==> config.mk <==
export PLATFORM = sky130hd
export DESIGN_NAME = calc_port_scheduler
export DESIGN_NICKNAME = d
export VERILOG_FILES = /design/src/rtl/calc_port_scheduler.sv
export SDC_FILE = /design/constraint.sdc
export NUM_CORES = 1
export LEC_CHECK = 0
export ABC_AREA = 1
export CORE_UTILIZATION = 54
export CTS_BUF_LIST = sky130_fd_sc_hd__clkbuf_16
export CTS_CLUSTER_SIZE = 16
export DETAILED_ROUTE_END_ITERATION = 10
export PLACE_DENSITY = 0.87
export SYNTH_ARGS = -nofsm -noshare
export SYNTH_HDL_FRONTEND = slang
export SYNTH_SLANG_ARGS = --single-unit
==> constraint.sdc <==
create_clock -name c_clk -period 4.8 [get_ports c_clk]
set_clock_uncertainty 0.15 [all_clocks]
set_input_delay 0.48 -clock c_clk [delete_from_list [all_inputs] [get_ports c_clk]]
set_output_delay 0.48 -clock c_clk [all_outputs]
set_load 0.1 [all_outputs]
==> src/rtl/calc_port_scheduler.sv <==
// Shares one calculator ALU among four two-cycle request ports using round-robin arbitration.
// Each port FSM captures its operands, waits for a grant, and presents the ALU result for one cycle.
//
// Port FSM     | meaning
// P_IDLE       | waiting for a nonzero cmd (op1 captured with it)
// P_OP2        | capturing op2; invalid cmds short-circuit to P_RESP
// P_PEND       | operands held, waiting for dispatcher grant
// P_WAIT       | dispatched, waiting for ALU completion or timeout
// P_RESP       | response visible on outN_resp/outN_data for one cycle
//
// Dispatcher   | meaning
// D_IDLE       | no operation outstanding; grants the next PEND port
// D_BUSY       | one operation outstanding; counting toward TIMEOUT
module calc_port_scheduler #(
   parameter int DATA_W  = 32,
   parameter int TIMEOUT = 16
) (
   input  logic              c_clk,
   input  logic              reset,
   input  logic [3:0]        req1_cmd_in,
   input  logic [3:0]        req2_cmd_in,
   input  logic [3:0]        req3_cmd_in,
   input  logic [3:0]        req4_cmd_in,
   input  logic [DATA_W-1:0] req1_data_in,
   input  logic [DATA_W-1:0] req2_data_in,
   input  logic [DATA_W-1:0] req3_data_in,
   input  logic [DATA_W-1:0] req4_data_in,
   output logic [1:0]        out1_resp,
   output logic [1:0]        out2_resp,
   output logic [1:0]        out3_resp,
   output logic [1:0]        out4_resp,
   output logic [DATA_W-1:0] out1_data,
   output logic [DATA_W-1:0] out2_data,
   output logic [DATA_W-1:0] out3_data,
   output logic [DATA_W-1:0] out4_data,
   output logic              alu_valid,
   output logic [3:0]        alu_cmd,
   output logic [DATA_W-1:0] alu_op1,
   output logic [DATA_W-1:0] alu_op2,
   input  logic              alu_done,
   input  logic [1:0]        alu_resp,
   input  logic [DATA_W-1:0] alu_result
);

   typedef enum logic [2:0] {P_IDLE, P_OP2, P_PEND, P_WAIT, P_RESP} port_state_e;
   typedef enum logic       {D_IDLE, D_BUSY} disp_state_e;

   localparam int              CNT_W    = $clog2(TIMEOUT + 1);
   localparam logic [CNT_W-1:0] CNT_LAST = CNT_W'(TIMEOUT - 1);

   function automatic logic cmd_ok(input logic [3:0] c);
      return (c == 4'd1) || (c == 4'd2) || (c == 4'd5) || (c == 4'd6);
   endfunction

   logic [3:0]        cmd_in  [4];
   logic [DATA_W-1:0] data_in [4];

   assign cmd_in[0]  = req1_cmd_in;
   assign cmd_in[1]  = req2_cmd_in;
   assign cmd_in[2]  = req3_cmd_in;
   assign cmd_in[3]  = req4_cmd_in;
   assign data_in[0] = req1_data_in;
   assign data_in[1] = req2_data_in;
   assign data_in[2] = req3_data_in;
   assign data_in[3] = req4_data_in;

   port_state_e       pst_q    [4];
   port_state_e       pst_d    [4];
   logic [3:0]        pcmd_q   [4];
   logic [3:0]        pcmd_d   [4];
   logic [DATA_W-1:0] pop1_q   [4];
   logic [DATA_W-1:0] pop1_d   [4];
   logic [DATA_W-1:0] pop2_q   [4];
   logic [DATA_W-1:0] pop2_d   [4];
   logic [1:0]        prcode_q [4];
   logic [1:0]        prcode_d [4];
   logic [DATA_W-1:0] prdata_q [4];
   logic [DATA_W-1:0] prdata_d [4];

   disp_state_e       dst_q, dst_d;
   logic [1:0]        ptr_q, ptr_d;
   logic [1:0]        gnt_q, gnt_d;
   logic [CNT_W-1:0]  cnt_q, cnt_d;
   logic [3:0]        acmd_q, acmd_d;
   logic [DATA_W-1:0] aop1_q, aop1_d;
   logic [DATA_W-1:0] aop2_q, aop2_d;

   logic              grant_v;
   logic [1:0]        grant_idx;
   logic              cpl_v;
   logic [1:0]        cpl_code;
   logic [DATA_W-1:0] cpl_data;

   // Scan downward so the closest PEND port at or after the pointer wins.
   always_comb begin : grant_search
      logic [1:0] idx;
      idx       = '0;
      grant_v   = 1'b0;
      grant_idx = ptr_q;
      if (dst_q == D_IDLE) begin
         for (int k = 3; k >= 0; k--) begin
            idx = ptr_q + 2'(k);
            if (pst_q[idx] == P_PEND) begin
               grant_v   = 1'b1;
               grant_idx = idx;
            end
         end
      end
   end

   always_comb begin : disp_next
      dst_d     = dst_q;
      ptr_d     = ptr_q;
      gnt_d     = gnt_q;
      cnt_d     = cnt_q;
      acmd_d    = acmd_q;
      aop1_d    = aop1_q;
      aop2_d    = aop2_q;
      alu_valid = 1'b0;
      cpl_v     = 1'b0;
      cpl_code  = 2'd0;
      cpl_data  = '0;
      case (dst_q)
         D_IDLE: begin
            if (grant_v) begin
               alu_valid = 1'b1;
               gnt_d     = grant_idx;
               ptr_d     = grant_idx + 2'd1;
               cnt_d     = '0;
               acmd_d    = pcmd_q[grant_idx];
               aop1_d    = pop1_q[grant_idx];
               aop2_d    = pop2_q[grant_idx];
               dst_d     = D_BUSY;
            end
         end
         D_BUSY: begin
            if (alu_done) begin
               cpl_v    = 1'b1;
               cpl_code = alu_resp;
               cpl_data = alu_result;
               dst_d    = D_IDLE;
            end else begin
               cnt_d = cnt_q + CNT_W'(1);
               if (cnt_q == CNT_LAST) begin
                  cpl_v    = 1'b1;
                  cpl_code = 2'd3;
                  dst_d    = D_IDLE;
               end
            end
         end
         default: dst_d = D_IDLE;
      endcase
   end

   // The _d copies already carry the granted operands in the dispatch cycle.
   assign alu_cmd = acmd_d;
   assign alu_op1 = aop1_d;
   assign alu_op2 = aop2_d;

   always_comb begin : port_next
      for (int i = 0; i < 4; i++) begin
         pst_d[i]    = pst_q[i];
         pcmd_d[i]   = pcmd_q[i];
         pop1_d[i]   = pop1_q[i];
         pop2_d[i]   = pop2_q[i];
         prcode_d[i] = prcode_q[i];
         prdata_d[i] = prdata_q[i];
         case (pst_q[i])
            P_IDLE: begin
               if (cmd_in[i] != 4'd0) begin
                  pcmd_d[i] = cmd_in[i];
                  pop1_d[i] = data_in[i];
                  pst_d[i]  = P_OP2;
               end
            end
            P_OP2: begin
               pop2_d[i] = data_in[i];
               if (cmd_ok(pcmd_q[i])) begin
                  pst_d[i] = P_PEND;
               end else begin
                  prcode_d[i] = 2'd2;
                  prdata_d[i] = '0;
                  pst_d[i]    = P_RESP;
               end
            end
            P_PEND: begin
               if (grant_v && (grant_idx == 2'(i))) pst_d[i] = P_WAIT;
            end
            P_WAIT: begin
               if (cpl_v && (gnt_q == 2'(i))) begin
                  prcode_d[i] = cpl_code;
                  prdata_d[i] = cpl_data;
                  pst_d[i]    = P_RESP;
               end
            end
            P_RESP:  pst_d[i] = P_IDLE;
            default: pst_d[i] = P_IDLE;
         endcase
      end
   end

   always_ff @(posedge c_clk) begin
      if (reset) begin
         dst_q  <= D_IDLE;
         ptr_q  <= 2'd0;
         gnt_q  <= 2'd0;
         cnt_q  <= '0;
         acmd_q <= 4'd0;
         aop1_q <= '0;
         aop2_q <= '0;
         for (int i = 0; i < 4; i++) begin
            pst_q[i]    <= P_IDLE;
            pcmd_q[i]   <= 4'd0;
            pop1_q[i]   <= '0;
            pop2_q[i]   <= '0;
            prcode_q[i] <= 2'd0;
            prdata_q[i] <= '0;
         end
      end else begin
         dst_q  <= dst_d;
         ptr_q  <= ptr_d;
         gnt_q  <= gnt_d;
         cnt_q  <= cnt_d;
         acmd_q <= acmd_d;
         aop1_q <= aop1_d;
         aop2_q <= aop2_d;
         for (int i = 0; i < 4; i++) begin
            pst_q[i]    <= pst_d[i];
            pcmd_q[i]   <= pcmd_d[i];
            pop1_q[i]   <= pop1_d[i];
            pop2_q[i]   <= pop2_d[i];
            prcode_q[i] <= prcode_d[i];
            prdata_q[i] <= prdata_d[i];
         end
      end
   end

   logic [1:0]        resp_w [4];
   logic [DATA_W-1:0] rdata_w [4];

   always_comb begin
      for (int i = 0; i < 4; i++) begin
         resp_w[i]  = 2'd0;
         rdata_w[i] = '0;
         if (pst_q[i] == P_RESP) begin
            resp_w[i]  = prcode_q[i];
            rdata_w[i] = prdata_q[i];
         end
      end
   end

   assign out1_resp = resp_w[0];
   assign out2_resp = resp_w[1];
   assign out3_resp = resp_w[2];
   assign out4_resp = resp_w[3];
   assign out1_data = rdata_w[0];
   assign out2_data = rdata_w[1];
   assign out3_data = rdata_w[2];
   assign out4_data = rdata_w[3];

endmodule

==> results of run 1 <==
[flip-flops by register name (all words and copies together) (netlist names), 8 cells and up, named ones only]
| signal | cells |
|---|---|
| aop1_q | 32 |
| aop2_q | 32 |
| pcmd_q | 16 |
| pop1_q | 128 |
| pop2_q | 128 |
| prcode_q | 8 |
| prdata_q | 128 |
| pst_q | 12 |
[worst min path at each step]
stage	from	to	slack, ns	cells past startpoint
after global placement	prcode_q[0][1]	prcode_q[0][1]	0.30	2
final	reset	prdata_q[2][18]	0.19	2
after detailed placement	prdata_q[3][0]	prdata_q[3][0]	0.30	2
after global routing	reset	prdata_q[2][18]	0.19	2
after floorplan	prcode_q[0][1]	prcode_q[0][1]	0.28	2
after CTS	reset	prdata_q[2][1]	0.15	2
[area by class of cell]
class / count / share of cell area, %
Antenna cell: 8 / 0.0687
Clock buffer: 52 / 4.47
Clock inverter: 43 / 0.670
Inverter: 441 / 5.69
Multi-Input combinational cell: 1771 / 27.4
Sequential cell: 500 / 43.2
Tap cell: 539 / 2.31
Timing Repair Buffer: 416 / 16.3
[stage by stage]
step | hold slack [ns] | setup WS [ns] | utilization [%]
global placement | 0.296 | 1.10 | 66.0
finish | 0.188 | 0.327 | 69.6
global route | 0.191 | 0.115 | 69.6
floorplan | 0.280 | 1.29 | -
detailed placement | 0.299 | 0.980 | 66.0
CTS | 0.152 | 0.351 | 69.6
[cells in the final DEF (no fill, tap or decap), types with 10 or more instances in the layout]
cell type	Yosys	layout
a211oi_1	66	66
a21oi_1	125	125
a22oi_1	33	33
buf_12	0	72
buf_4	12	60
clkbuf_16	0	52
clkdlybuf4s50_1	0	283
clkinv_1	1	13
clkinv_2	0	10
dfxtp_1	244	244
edfxtp_1	256	256
inv_1	432	449
nand2_1	598	589
nand2_2	7	14
nand3_1	244	239
nor2_1	561	559
o21ai_0	24	21
or2_2	70	70
[metal layers]
layer	global-route usage (%)	vias up	share of wire, %
met1	42.8	9767	38
met3	4.66	219	9.9
met4	16.1	0	4.5
met5	0	-	0
met2	53.4	1306	48
li1	-	9658	-
[kinds of logic after synthesis]
| family | synth area share [%] |
|---|---|
| AND/OR/NAND/NOR | 27.1 |
| buffers and inverters | 10.8 |
| flip-flops | 54.9 |
| AO/OA/AOI/OAI | 7.15 |
| adder cells (fa/ha/maj) | 0.109 |
| XOR/XNOR | 0.0382 |
[critical path, stage by stage, from the launching register on]
cell and delay, ns:
dfxtp_1 0.59, inv_1 0.22, nor2_1 0.18, nand2_1 0.07, nand2_1 0.10, nor2_4 0.04
nand2_2 0.09, nand2_1 0.09, nand2_1 0.08, nand2_1 0.08, nand2_4 0.34, buf_4 0.54
nor2_4 0.16, a21oi_1 0.17, nand3_1 0.10, nand2_1 0.12, inv_1 0.10, buf_12 0.17
==> results.md, run 1 <==
* Status: finished, final reports clean
* R2R setup slack at 1.48 ns
* Resize count post-CTS at 0
* Post-synthesis sequential area ratio at 54.9%
* Top cells by count, synth: nand2_1 (598), nor2_1 (561), inv_1 (432)
* Multi-input gate area at 7980 µm²
* CTS HTree Levels at 2
* Synth Area per Inst at 7.95 µm²
* Row count at 75
* EDFF count, synth at 256
* Max_cap viols at 0
* Initial antenna violation count at 8
* Total Wirelength at 71800 µm
* Post-route cell area at 29100 µm²
* Crit Path Class: flop to primary output
* Chip width at 208 µm
* Reg-to-Reg Start: ptr_q[0]
* CTS tree: built
* Max-slew violations at 0
* Dominant cells by area after synthesis: edfxtp_1 (34%), dfxtp_1 (21%), nand2_1 (9.8%), nor2_1 (9.2%), inv_1 (7.1%)
* Die area at 43300 µm²
* Critical Path Sink: alu_op1[12]
* IO Port Bufs at 385
* Tmin final at 4.47 ns
* Largest net degree at the start of global routing at 128
* Vias per std cell at 5.56
* First-iteration detailed-routing DRC count at 2442
* Clock Path Buffers at 3
* Synthesis-to-finish area growth at 27.1%
* Number of global-route vias before repair at 20500
* Placed Cells incl. Taps at 3667
* Fin crit share at 93.2%
* DR pass1 iterations at 6
* Synth cell types at 40
* Setup Total Neg Slack at 0 ns
* Die H at 208 µm
* # DRC at 0
* Fill count at 3180
* Hold Crit Class: primary input to flop
* Top cell type's share of synthesized area at 33.5%
* Fmax achieved at 0.224 GHz
* #FFs+latches synth at 500
* Top-count cell post-synth: nand2_1
* Area leader, netlist: edfxtp_1
* Final GP Congestion at 0.911
* Least-Margin Pin Slew at 1.19 ns
* Ratio of cells with drive above 1 in the final layout at 9.68%
* Post-Syn Instances at 2883
* Endpoints failing hold at 0
* Postcts setup bufs at 0
* # nets final at 3364
* Most common flop cell mapped by yosys: edfxtp_1
* Ys Warns at 0
* Post-route insts no fill at 3770
* First-pass GRT wire length at 111000 µm
* R2r endpoint: aop2_q[17]
* Via count at 21000
* Worst Reg-to-Reg Cells at 16
* Clock-pin slew on the worst setup and hold paths at 0.06 ns
* CP Max Fanout at 42
* Syn Std Cell Area at 22900 µm²
* Dpl hpwl at 45800 µm
* Clk Latency, worst-skew pair at 0.60 ns
* RSZ-0062 raised after global routing: false
* Worst EP arrival at 3.84 ns
* Req. time, crit path at 4.17 ns
* Global route total overflow at 0
* Share of async-settable or async-resettable flops after synthesis at 0%
* WL/cell at 19.0 µm
* Core area at 41900 µm²
* Critical path startpoint: ptr_q[0]
* Reg area at 12600 µm²
* Max_slew headroom at 20.7%
* Hold-fix buffers at CTS at 0
* Cts bufs inserted at 51
* Placement Cell Area at 27600 µm²
* # setup viols final at 0
* Initial Util at 54.7%
* Routed Antenna Nets at 0
* Post-synthesis net count at 3066
* Clock root buffer: clkbuf_16
* GRT Total Usage at 32.7%
* Worst setup EP type: primary output
* Clk sinks at 500
* I/O pin count at 386
* CP startpoint kind: flop
Power of run 1 is not shown: default switching activity piles up to over one toggle a cycle in this logic, so the estimate is an artifact.
==> inputs of run 2 (changes only) <==
--- a/config.mk
+++ b/config.mk
@@ -6,11 +6,12 @@
 export NUM_CORES = 1
 export LEC_CHECK = 0
 export ABC_AREA = 1
+export CORE_MARGIN = 2
 export CORE_UTILIZATION = 54
 export CTS_BUF_LIST = sky130_fd_sc_hd__clkbuf_16
 export CTS_CLUSTER_SIZE = 16
 export DETAILED_ROUTE_END_ITERATION = 10
-export PLACE_DENSITY = 0.87
+export PLACE_DENSITY = 0.93
 export SYNTH_ARGS = -nofsm -noshare
 export SYNTH_HDL_FRONTEND = slang
 export SYNTH_SLANG_ARGS = --single-unit
==> run 2 against run 1 <==
  * Critical path depth grew 1
  * Via count grew 1.0%
  * Core utilization down 0.15 points
  * Global-route usage shrank 0.13 points
  * Cell count is 0.13% higher
  * Hold slack got worse by 0.021 ns
  * Worst setup slack better by 0.029 ns
==> results.md, run 2 (same netlist as run 1, synthesis figures left out) <==
* Least-Margin Pin Slew at 1.22 ns (+0.0310 ns)
* Clock root buffer: clkbuf_16
* CTS HTree Levels at 2 (unchanged)
* # setup viols final at 0 (unchanged)
* Dpl hpwl at 45200 µm (-1.3%)
* Chip width at 210 µm (+0.96%)
* Crit Path Class: flop to primary output
* M2 GR Usage at 49.8% (-3.6 points)
* RSZ-0062 raised after global routing: false
* Vias per std cell at 5.61 (+0.87%)
* Top flop regs: pop1_q (128), pop2_q (128), prdata_q (128)
* Routed Antenna Nets at 0 (unchanged)
* Met3 Use GR at 8.10% (+3.4 points)
* Worst setup EP type: primary output
* Cts bufs inserted at 51 (unchanged)
* Max_slew headroom at 18.5% (-2.3 points)
* Clk sinks at 500 (unchanged)
* Die area at 44100 µm² (+1.9%)
* Postcts setup bufs at 0 (unchanged)
* Req. time, crit path at 4.17 ns (about the same)
* Global route total overflow at 0 (unchanged)
* CTS tree: built
* Initial antenna violation count at 8 (unchanged)
* Ratio of cells with drive above 1 in the final layout at 10.4% (+0.70 points)
* CP Max Fanout at 51 (+21%)
* Post-route insts no fill at 3775 (+0.13%)
* Hold-fix buffers at CTS at 0 (unchanged)
* Initial Util at 54.6% (-0.12 points)
* Most common cell after layout, fill and taps aside: nand2_1
* Clock-pin slew on the worst setup and hold paths at 0.06 ns (about the same)
* Status: finished, final reports clean
* Tmin final at 4.44 ns (-0.0288 ns)
* Clock Path Buffers at 3 (unchanged)
* Final GP Congestion at 0.933 (+2.4%)
* CP startpoint kind: flop
* Setup Total Neg Slack at 0 ns (unchanged)
* Core area at 41900 µm² (+0.22%)
* Die H at 210 µm (+0.96%)
* # DRC at 0 (unchanged)
* Max-slew violations at 0 (unchanged)
* Fin crit share at 92.6% (-0.60 points)
* First-iteration detailed-routing DRC count at 2599 (+6.4%)
* Fill count at 2984 (-6.2%)
* Synthesis-to-finish area growth at 27.1% (about the same)
* DR pass1 iterations at 7 (+1)
* Commonest cells after routing, fill and taps aside: nand2_1 (593), nor2_1 (559), inv_1 (443), clkdlybuf4s50_1 (261), edfxtp_1 (256)
* Total Wirelength at 73100 µm (+1.8%)
* Fmax achieved at 0.225 GHz (+0.65%)
* Via count at 21200 (+1.0%)
* GRT Total Usage at 32.6% (-0.13 points)
* Worst EP arrival at 3.81 ns (-0.03 ns)
* Hold Crit Class: primary input to flop
* First-pass GRT wire length at 112000 µm (+0.30%)
* Max_cap viols at 0 (unchanged)
* Endpoints failing hold at 0 (unchanged)
* # nets final at 3372 (+0.24%)
* Routing usage on met1 at 42.3% (-0.51 points)
* Clk Latency, worst-skew pair at 0.61 ns (about the same)
* Row count at 75 (unchanged)
* Number of global-route vias before repair at 20400 (-0.64%)
* IO Port Bufs at 385 (unchanged)
* WL/cell at 19.4 µm (+1.7%)
* Resize count post-CTS at 0 (unchanged)
* Gr busiest metal: met2
* Placed Cells incl. Taps at 3675 (+0.22%)
* I/O pin count at 386 (unchanged)
* Largest net degree at the start of global routing at 128 (unchanged)
[run 2: final cells by class]
type / count / area [µm²] / share of cell area, %
flip-flops and latches: 500 / 12600 / 43.2
multi-input cells: 1771 / 7960 / 27.3
repair buffers: 424 / 4750 / 16.3
inverters: 441 / 1660 / 5.69
clock buffers: 51 / 1280 / 4.38
well taps: 539 / 674 / 2.31
clock inverters: 40 / 216 / 0.743
diodes: 9 / 22.5 / 0.0773
[run 2: routing by layer]
| layer | vias to the layer above | routed length (µm) |
|---|---|---|
| li1 | 9684 | - |
| met1 | 9675 | 27300 |
| met2 | 1483 | 32500 |
| met3 | 317 | 8690 |
| met4 | 2 | 4620 |
| met5 | - | 12 |
[run 2: final timing paths]
path / from / end / slack, ns / cells past startpoint
max: ptr_q[0] / alu_op2[14] / 0.36 / 18
max reg2reg: ptr_q[0] / aop2_q[14] / 1.50 / 17
min reg2reg: prdata_q[1][4] / prdata_q[1][4] / 0.31 / 2
min: reset / prdata_q[2][30] / 0.17 / 2
[run 2: per-stage QoR]
step	utilization [%]	worst slack, ns	hold WS (ns)	area, µm²
2_1_floorplan	-	1.29	0.280	22900
3_3_place_gp	65.8	1.14	0.291	27600
6_report	69.5	0.355	0.167	29100
5_1_grt	69.4	0.0903	0.175	29100
4_1_cts	69.4	0.395	0.134	29100
3_5_place_dp	65.8	1.06	0.302	27600
[run 2: worst max-delay path: stages, from the launching register on]
cell	delay, ns
dfxtp_1	0.58
inv_1	0.19
nor2_1	0.16
nand2_1	0.06
nand2_1	0.10
nor2_4	0.04
nand2_2	0.08
nand2_2	0.07
nand2_4	0.08
nand3_4	0.10
nand2_4	0.53
buf_4	0.45
nand2_1	0.11
nand2_1	0.08
nand2_1	0.06
nand3_1	0.10
nand2_1	0.12
inv_1	0.11
buf_12	0.18
Power of run 2 is left out for the same reason.
